### config.mk
export PLATFORM = sky130hd
export DESIGN_NAME = ps2_rx_fifo
export DESIGN_NICKNAME = d
export VERILOG_FILES = /design/src/rtl/ps2_rx_fifo.sv
export SDC_FILE = /design/constraint.sdc
export NUM_CORES = 1
export LEC_CHECK = 0
export ABC_AREA = 0
export CORE_MARGIN = 2
export CORE_UTILIZATION = 40
export CTS_CLUSTER_DIAMETER = 120
export CTS_CLUSTER_SIZE = 25
export DETAILED_ROUTE_END_ITERATION = 10
export MAX_ROUTING_LAYER = met4
export SLEW_MARGIN = 10
export SYNTH_ARGS = -nofsm -noshare
export SYNTH_HDL_FRONTEND = slang
export SYNTH_SLANG_ARGS = --single-unit
export TNS_END_PERCENT = 5
### constraint.sdc
create_clock -name clk_i -period 7.75 [get_ports clk_i]
set_clock_uncertainty 0.05 [all_clocks]
set_input_delay 1.55 -clock clk_i [delete_from_list [all_inputs] [get_ports clk_i]]
set_output_delay 1.55 -clock clk_i [all_outputs]
set_load 0.01 [all_outputs]
### src/rtl/ps2_rx_fifo.sv
// ps2_rx_fifo: PS/2 device-to-host receiver with debounce, frame checking and FWFT byte FIFO.
module ps2_rx_fifo #(
    parameter int FILTER_LEN  = 8,
    parameter int FIFO_DEPTH  = 8,
    parameter int TIMEOUT_CYC = 5000
) (
    input  logic                            clk_i,
    input  logic                            rst_i,
    input  logic                            ps2_clk_i,
    input  logic                            ps2_data_i,
    input  logic                            rx_en_i,
    input  logic                            rd_i,
    input  logic                            clr_err_i,
    output logic [7:0]                      data_o,
    output logic                            empty_o,
    output logic                            full_o,
    output logic [$clog2(FIFO_DEPTH+1)-1:0] count_o,
    output logic                            byte_ok_o,
    output logic                            parity_err_o,
    output logic                            frame_err_o,
    output logic                            overflow_o
);
    localparam int AW = $clog2(FIFO_DEPTH);
    localparam int CW = $clog2(FIFO_DEPTH+1);
    localparam int TW = $clog2(TIMEOUT_CYC+1);

    typedef enum logic [1:0] {IDLE, SHIFT, CHECK} state_t;

    state_t                r_state;
    logic [1:0]            r_clk_sync, r_dat_sync;
    logic [FILTER_LEN-1:0] r_filt;
    logic                  r_filt_q;
    logic [3:0]            r_bitcnt;
    logic [9:0]            r_shift;
    logic [TW-1:0]         r_tmo;
    logic [7:0]            r_mem [FIFO_DEPTH];
    logic [AW-1:0]         r_wr, r_rd;
    logic [CW-1:0]         r_count;

    logic w_filt_nxt, w_fall, w_data, w_par_ok, w_stop_ok, w_good, w_push, w_pop, w_tmo;

    assign w_filt_nxt = &r_filt ? 1'b1 : ~|r_filt ? 1'b0 : r_filt_q;
    assign w_fall     = r_filt_q & ~w_filt_nxt;
    assign w_data     = r_dat_sync[1];
    assign w_par_ok   = ^r_shift[8:0];
    assign w_stop_ok  = r_shift[9];
    assign w_good     = (r_state == CHECK) & w_par_ok & w_stop_ok;
    assign w_pop      = rd_i & ~empty_o;
    // A full FIFO still accepts the byte when the head is popped in the same cycle.
    assign w_push     = w_good & (~full_o | rd_i);
    assign w_tmo      = (r_state == SHIFT) & ~w_fall & (r_tmo == TW'(TIMEOUT_CYC-1));

    assign data_o    = r_mem[r_rd];
    assign empty_o   = (r_count == '0);
    assign full_o    = (r_count == CW'(FIFO_DEPTH));
    assign count_o   = r_count;
    assign byte_ok_o = w_push;

    always_ff @(posedge clk_i or posedge rst_i) begin
        if (rst_i) begin
            r_clk_sync <= 2'b11;
            r_dat_sync <= 2'b11;
            r_filt     <= '1;
            r_filt_q   <= 1'b1;
        end else begin
            r_clk_sync <= {r_clk_sync[0], ps2_clk_i};
            r_dat_sync <= {r_dat_sync[0], ps2_data_i};
            r_filt     <= {r_filt[FILTER_LEN-2:0], r_clk_sync[1]};
            r_filt_q   <= w_filt_nxt;
        end
    end

    always_ff @(posedge clk_i or posedge rst_i) begin
        if (rst_i) begin
            r_state      <= IDLE;
            r_bitcnt     <= '0;
            r_shift      <= '0;
            r_tmo        <= '0;
            parity_err_o <= 1'b0;
            frame_err_o  <= 1'b0;
            overflow_o   <= 1'b0;
        end else begin
            parity_err_o <= ((r_state == CHECK) & ~w_par_ok) | (parity_err_o & ~clr_err_i);
            frame_err_o  <= ((r_state == IDLE) & w_fall & rx_en_i & w_data) | w_tmo |
                            ((r_state == CHECK) & ~w_stop_ok) | (frame_err_o & ~clr_err_i);
            overflow_o   <= (w_good & full_o & ~rd_i) | (overflow_o & ~clr_err_i);
            case (r_state)
                IDLE: if (w_fall && rx_en_i && !w_data) begin
                    r_bitcnt <= '0;
                    r_tmo    <= '0;
                    r_state  <= SHIFT;
                end
                SHIFT: if (w_fall) begin
                    r_shift  <= {w_data, r_shift[9:1]};
                    r_bitcnt <= r_bitcnt + 4'd1;
                    r_tmo    <= '0;
                    r_state  <= (r_bitcnt == 4'd9) ? CHECK : SHIFT;
                end else if (w_tmo) begin
                    r_shift <= '0;
                    r_state <= IDLE;
                end else begin
                    r_tmo <= r_tmo + TW'(1);
                end
                default: r_state <= IDLE;
            endcase
        end
    end

    always_ff @(posedge clk_i or posedge rst_i) begin
        if (rst_i) begin
            for (int i = 0; i < FIFO_DEPTH; i++) r_mem[i] <= '0;
            r_wr    <= '0;
            r_rd    <= '0;
            r_count <= '0;
        end else begin
            if (w_push) r_mem[r_wr] <= r_shift[7:0];
            r_wr    <= r_wr + AW'(w_push);
            r_rd    <= r_rd + AW'(w_pop);
            r_count <= r_count + CW'(w_push) - CW'(w_pop);
        end
    end
endmodule
==> impl_metrics.csv, run 1 <==
group,metric,value,unit
worst_setup_path,critPathCapture,"byte_ok_o",
die,io_pins,25,
sta,tightestPinTransition,1.10,ns
worst_setup_path,r2r_start,"r_shift[4]$_DFFE_PP0P_",
cts,cts_setup_buffers,0,
worst_setup_path,critPathMaxFanout,3,
synth,synthArstFlopShare,100,%
detailed_routing,drc,0,
cells_and_area,diodes,0,
die,die_w,122,um
detailed_routing,first_pass_iters,6,
worst_setup_path,crit_type,"in2out",
synth,synth_nets,431,
worst_setup_path,crit_arrival,3.47,ns
grt,grt_pass1_vias,3438,
detailed_routing,routed-wl-met3,449,um
synth,synth_largest_area_cell,"dfrtp_1",
power_and_ir_drop,powerDensity,263,mW/mm2
sta,worst_slack,2.68,ns
cts,clk_pin_slew,0.05,ns
worst_setup_path,endpoint_kind,"output port",
cells_and_area,area_delta_synth_final,17.5,%
die,die_area,0.0150,mm2
synth,synthesis.instances,410,
synth,synthTopCellsByCount,"dfrtp_1 (106), mux2_2 (65), inv_1 (18)",
worst_setup_path,startpoint,"rd_i",
worst_setup_path,max_stage_delay,0.71,ns
cts,cts_max_level,4,
synth,ys_seq_elements,119,
sta,fin_hold_ws,0.304,ns
worst_setup_path,worstReg2RegEnd,"count_o[2]$_DFF_PP0_",
cts,cts_tree,"built",
power_and_ir_drop,ir_worst_vdd,0.189,mV
sta,period_share,65.5,%
synth,synth_edf_count,0,
sta,fin_crit,5.07,ns
grt,overflow,0,
detailed_routing,wl_met1,4.88,mm
sta,fin_setup_tns,0,ns
cts,cts-buffers-inserted,17,
power_and_ir_drop,p_leak,3.03,nW
worst_setup_path,crit_path_cell_trace,"clkdlybuf4s50_1 > or4b_2 > nor2b_1 > nand2_1 > inv_1 > clkdlybuf4s50_1",
place,pre_cts_slack,2.67,ns
worst_setup_path,reg2reg_depth,9,
worst_setup_path,critPathSlowestCell,"or4b_2",
worst_setup_path,worst_path_most_repeated_cell,"clkdlybuf4s50_1",
sta,setup_viol,0,
cts,cts_num_sinks,119,
run_status,status,"finished clean",
power_and_ir_drop,power.total,1.74,mW
cells_and_area,finish.utilization,47.9,%
worst_setup_path,cp.required,6.15,ns
sta,rsz0062_at_grt,"false",
worst_setup_path,worstSetupStartpointType,"input port",
worst_hold_path,min_path_type,"reg2reg",
sta,hold_viol,0,
detailed_routing,dr_wl_met2,5.07,mm
grt,antenna_found_initial,0,
place,hpwl,6.89,mm
cts,clock_latency,0.40,ns
place,numPortBuffers,24,
synth,syn_area,0.00562,mm2
cts,clockBufferDepth,2,
detailed_routing,detail_route.wirelength,10.6,mm
synth,synth_top_area_share,47.2,%
grt,grt_pass1_wl,18.0,mm
worst_setup_path,r2r_slack,4.70,ns
die,row_count,43,
synth,synth-seq-area-share,53.3,%
grt,grt.total_usage,16.3,%
detailed_routing,drt_iter0_drc,149,
grt,grt_max_degree,70,
die,die_h,122,um
place,routabilityCongestion,0.794,
synth,synth-main-ff-cell,"dfrtp_1",
detailed_routing,top_layer_used,"met4",
cells_and_area,drive_above_1_share,33.4,%
detailed_routing,wire_per_inst,16.9,um
worst_setup_path,cp.depth,6,
cells_and_area,final_nets,454,
synth,yosys.cell_types.count,49,
detailed_routing,route.vias.total,3387,
detailed_routing,ant_nets,0,
detailed_routing,avgViaCountPerCell,5.41,
worst_setup_path,worst-path-buf-inv,3,
cts,cts_resized,0,
synth,yosys.cell_count.top_type,"dfrtp_1",
worst_setup_path,path_delay_family,"simple AND/OR/NAND/NOR gates",
sta,slew-limit-headroom,26.4,%
die,start_util,40.8,%
sta,max_freq,0.197,GHz
die,coreArea,0.0138,mm2
cts,cts-root-buf,"clkbuf_16",
cts,postCtsHoldBufs,0,
run,drv_cap,0,
synth,yosysWarnings,0,
synth,synthTopCellsByArea,"dfrtp_1 (47%), mux2_2 (13%), mux4_2 (6.4%)",
synth,synth.avg_cell_area,13.7,um2
sta,slew_viol_final,0,
-- sequential cells by signal (all words and copies together) (netlist names) --
register,flops
count_o,4
frame_err_o,1
overflow_o,1
parity_err_o,1
r_bitcnt,4
r_clk_sync,2
r_dat_sync,2
r_filt,8
r_filt_q,1
r_mem,64
r_rd,3
r_shift,10
r_state,2
r_tmo,13
r_wr,3
-- area by class of cell --
type | instances | area [um2]
timing repair buffer | 25 | 248
sequential | 119 | 2990
fill | 1226 | 7180
multi-input combinational | 252 | 2450
inverter | 18 | 70.1
clock buffer | 18 | 429
tap | 180 | 225
clock inverter | 14 | 183
-- kinds of logic after synthesis --
group / after synthesis / share of synthesized area [%]
flops: 119 / 53.3
mux: 89 / 21.6
simple gates: 83 / 9.83
compound gates: 54 / 6.53
buf+inv: 39 / 3.07
fa+ha+maj: 14 / 3.25
xor+xnor: 12 / 2.41
-- worst register-to-register path: cells and delay by family (launching register included) --
family / cells / cell delay (ns)
XOR/XNOR: 4 / 1.27
buffers and inverters: 1 / 0.04
flip-flops: 1 / 0.53
AND/OR/NAND/NOR: 1 / 0.15
adder cells (fa/ha/maj): 3 / 0.89
-- layer usage --
layer / up-vias / global-route usage (%)
met3: 12 / 4.37
met2: 54 / 23.6
met4: 0 / 6.25
met5: - / -
li1: 1569 / -
met1: 1752 / 22.0
-- worst min-delay path by stage --
stage / start / to / slack (ns) / cells after the start
6_report: r_dat_sync[0]$_DFF_PP1_ / r_dat_sync[1]$_DFF_PP1_ / 0.30 / 0
5_1_grt: r_dat_sync[0]$_DFF_PP1_ / r_dat_sync[1]$_DFF_PP1_ / 0.31 / 0
4_1_cts: r_dat_sync[0]$_DFF_PP1_ / r_dat_sync[1]$_DFF_PP1_ / 0.31 / 0
3_5_place_dp: r_dat_sync[0]$_DFF_PP1_ / r_dat_sync[1]$_DFF_PP1_ / 0.30 / 0
3_3_place_gp: r_dat_sync[0]$_DFF_PP1_ / r_dat_sync[1]$_DFF_PP1_ / 0.30 / 0
2_1_floorplan: r_clk_sync[0]$_DFF_PP1_ / r_clk_sync[1]$_DFF_PP1_ / 0.30 / 0
-- per-stage QoR --
step,std cells,area (um2)
2_1_floorplan,410,5620
3_3_place_gp,594,5990
3_5_place_dp,594,5990
4_1_cts,626,6600
5_1_grt,626,6600
6_report,626,6600
-- cells in the final DEF, fill, tap and decap left out, drive strengths merged, types with 7 or more instances in the layout --
cell           instances
dfrtp                106
mux2                  73
clkdlybuf4s50         24
inv                   18
clkbuf                18
nand2                 16
mux4                  16
a22o                  13
ha                    13
dfstp                 13
o21ai                 13
a21oi                 12
nand3                  9
o31ai                  8
or4                    8
clkinv                 8
xor2                   7
nor2                   7
or3                    7
nor4                   7
-- power by group --
group	internal [mW]	switching, mW
sequential	0.662	0.0932
combinational	0.106	0.0738
clock	0.534	0.268
total	1.30	0.435
(Power assumes the default switching activity.)
==> inputs of run 2 (changes only) <==
==> constraint.sdc (replaced) <==
create_clock -name clk_i -period 4.1 [get_ports clk_i]
set_clock_uncertainty 0.05 [all_clocks]
set_input_delay 0.82 -clock clk_i [delete_from_list [all_inputs] [get_ports clk_i]]
set_output_delay 0.82 -clock clk_i [all_outputs]
set_load 0.01 [all_outputs]
==> run 2 against run 1 <==
Sequential cell count unchanged. Critical path type unchanged. Sequential power rose by 81%. Global-route usage increased by 0.68 points. Setup slack got worse by 2.2 ns. Core utilization up 0.36 points.
==> impl_metrics.csv, run 2 (same netlist as run 1, synthesis figures left out) <==
group,metric,value,unit
cells_and_area,largest_register_ffs,64,
cts,cts_tree,"built",
cells_and_area,top_regs,"r_mem: 64 flops, r_tmo: 13 flops, r_shift: 10 flops",
power_and_ir_drop,p_leak,3.05,nW
worst_setup_path,r2r_slack,1.23,ns
cells_and_area,diodes,0,
worst_setup_path,worst-path-buf-inv,3,
worst_setup_path,endpoint_kind,"output port",
cells_and_area,fillers,1238,
power_and_ir_drop,seq_power_share,41.4,%
worst_hold_path,min_path_type,"reg2reg",
run_status,status,"finished clean",
cts,clock_latency,0.41,ns
run,drv_cap,0,
cells_and_area,fin_area,0.00665,mm2
die,die_h,122,um
worst_setup_path,worstSetupStartpointType,"input port",
cells_and_area,final_common_cell,"dfrtp_1",
place,routabilityCongestion,0.836,
cells_and_area,final_nets,461,
die,coreArea,0.0138,mm2
cells_and_area,drive_above_1_share,34.2,%
power_and_ir_drop,switching_share,25.7,%
die,die_area,0.0150,mm2
worst_setup_path,crit_type,"in2out",
power_and_ir_drop,combPwrFrac,13.0,%
sta,rsz0062_at_grt,"false",
die,die_w,122,um
detailed_routing,ant_nets,0,
grt,grt_pass1_vias,3592,
grt,grt.total_usage,17.0,%
detailed_routing,first_pass_iters,4,
cells_and_area,top_register,"r_mem",
cts,cts_setup_buffers,0,
worst_setup_path,worst_path_most_repeated_cell,"clkdlybuf4s50_1",
die,io_pins,25,
detailed_routing,drc,0,
cells_and_area,area_delta_synth_final,18.4,%
power_and_ir_drop,netSwitchingPower,852,uW
grt,overflow,0,
cts,clk_pin_slew,0.06,ns
sta,slew_viol_final,0,
worst_setup_path,path_delay_family,"simple AND/OR/NAND/NOR gates",
cts,cts-root-buf,"clkbuf_16",
worst_setup_path,cp.required,3.23,ns
detailed_routing,wire_per_inst,17.6,um
detailed_routing,drt_iter0_drc,150,
die,start_util,40.8,%
place,hpwl,7.22,mm
cts,clockBufferDepth,2,
sta,fin_crit,3.61,ns
sta,setup_viol,0,
detailed_routing,avgViaCountPerCell,5.45,
sta,period_share,88.0,%
place,numPortBuffers,24,
grt,antenna_found_initial,0,
grt,grt_max_degree,59,
place,placed_area,0.00604,mm2
cells_and_area,layout_common_cells,"dfrtp_1 (106), mux2_2 (65), clkdlybuf4s50_1 (24)",
power_and_ir_drop,power.total,3.31,mW
cts,postCtsHoldBufs,0,
place,place_inst,601,
die,row_count,43,
sta,fin_setup_tns,0,ns
worst_setup_path,critPathSlowestCell,"or4b_2",
detailed_routing,route.vias.total,3450,
worst_setup_path,crit_path_cell_trace,"clkdlybuf4s50_1 > or4b_2 > nor2b_1 > nand2_1 > inv_1 > clkdlybuf4s50_1",
grt,grt_pass1_wl,18.8,mm
cts,cts_resized,0,
cells_and_area,instances_no_fill,633,
cts,cts_num_sinks,119,
worst_setup_path,critPathMaxFanout,3,
power_and_ir_drop,p_clk_share,45.6,%
sta,slew-limit-headroom,43.4,%
power_and_ir_drop,powerDensity,498,mW/mm2
cts,cts-buffers-inserted,17,
worst_setup_path,crit_arrival,2.74,ns
cts,cts_max_level,4,
detailed_routing,detail_route.wirelength,11.2,mm
power_and_ir_drop,internal-power,2.46,mW
sta,tightestPinTransition,0.845,ns
worst_setup_path,max_stage_delay,0.70,ns
sta,max_freq,0.277,GHz
power_and_ir_drop,ir_worst_vdd,0.385,mV
sta,hold_viol,0,
-- run 2: worst reg2reg max path: cells and delay by family, from the launching register on --
family | cells | cell delay, ns
buffers and inverters | 2 | 0.21
XOR/XNOR | 4 | 0.99
AND/OR/NAND/NOR | 1 | 0.08
flip-flops | 1 | 0.56
adder cells (fa/ha/maj) | 3 | 0.88
-- run 2: final timing paths --
path,from,end,cells after the start
worst max-delay path,rd_i,byte_ok_o,6
worst min-delay path,r_clk_sync[1]$_DFF_PP1_,r_filt[0]$_DFF_PP1_,0
worst max register to register,r_shift[5]$_DFFE_PP0P_,count_o[2]$_DFF_PP0_,10
worst min register to register,r_clk_sync[1]$_DFF_PP1_,r_filt[0]$_DFF_PP1_,0
max in group asynchronous,rst_i,r_mem[36]$_DFFE_PP0P_,3
min in group asynchronous,rst_i,r_tmo[5]$_DFFE_PP0P_,2
-- run 2: final cells by class --
cell class | instances | area [um2] | share of cell area [%]
clock inverters | 11 | 149 | 2.24
flip-flops and latches | 119 | 2990 | 45.0
clock buffers | 21 | 460 | 6.93
repair buffers | 32 | 300 | 4.52
well taps | 180 | 225 | 3.39
multi-input cells | 252 | 2450 | 36.8
inverters | 18 | 70.1 | 1.05
-- run 2: stage by stage --
step / utilization, % / hold WS [ns] / setup WS [ns]
final: 48.3 / 0.306 / 0.494
after global routing: 48.3 / 0.311 / 0.396
after CTS: 48.3 / 0.306 / 0.484
after detailed placement: 43.8 / 0.298 / 0.493
after global placement: 43.8 / 0.297 / 0.504
after floorplan: - / 0.295 / 0.0940
-- run 2: power groups by stage --
stage	registers, mW	logic [mW]	clock network (mW)
final	1.37	0.430	1.51
after global routing	1.39	0.483	1.60
after floorplan	1.33	0.315	0
after detailed placement	1.39	0.444	0
after global placement	1.38	0.423	0
after CTS	1.37	0.445	1.54
-- run 2: layer usage --
metal,share of wire [%],vias up,track usage [%],routed length [um]
met5,0,-,-,0
met4,1.0,0,6.25,112
met3,3.6,9,4.00,407
met2,46,64,23.7,5120
met1,49,1796,24.2,5520
li1,-,1581,-,-
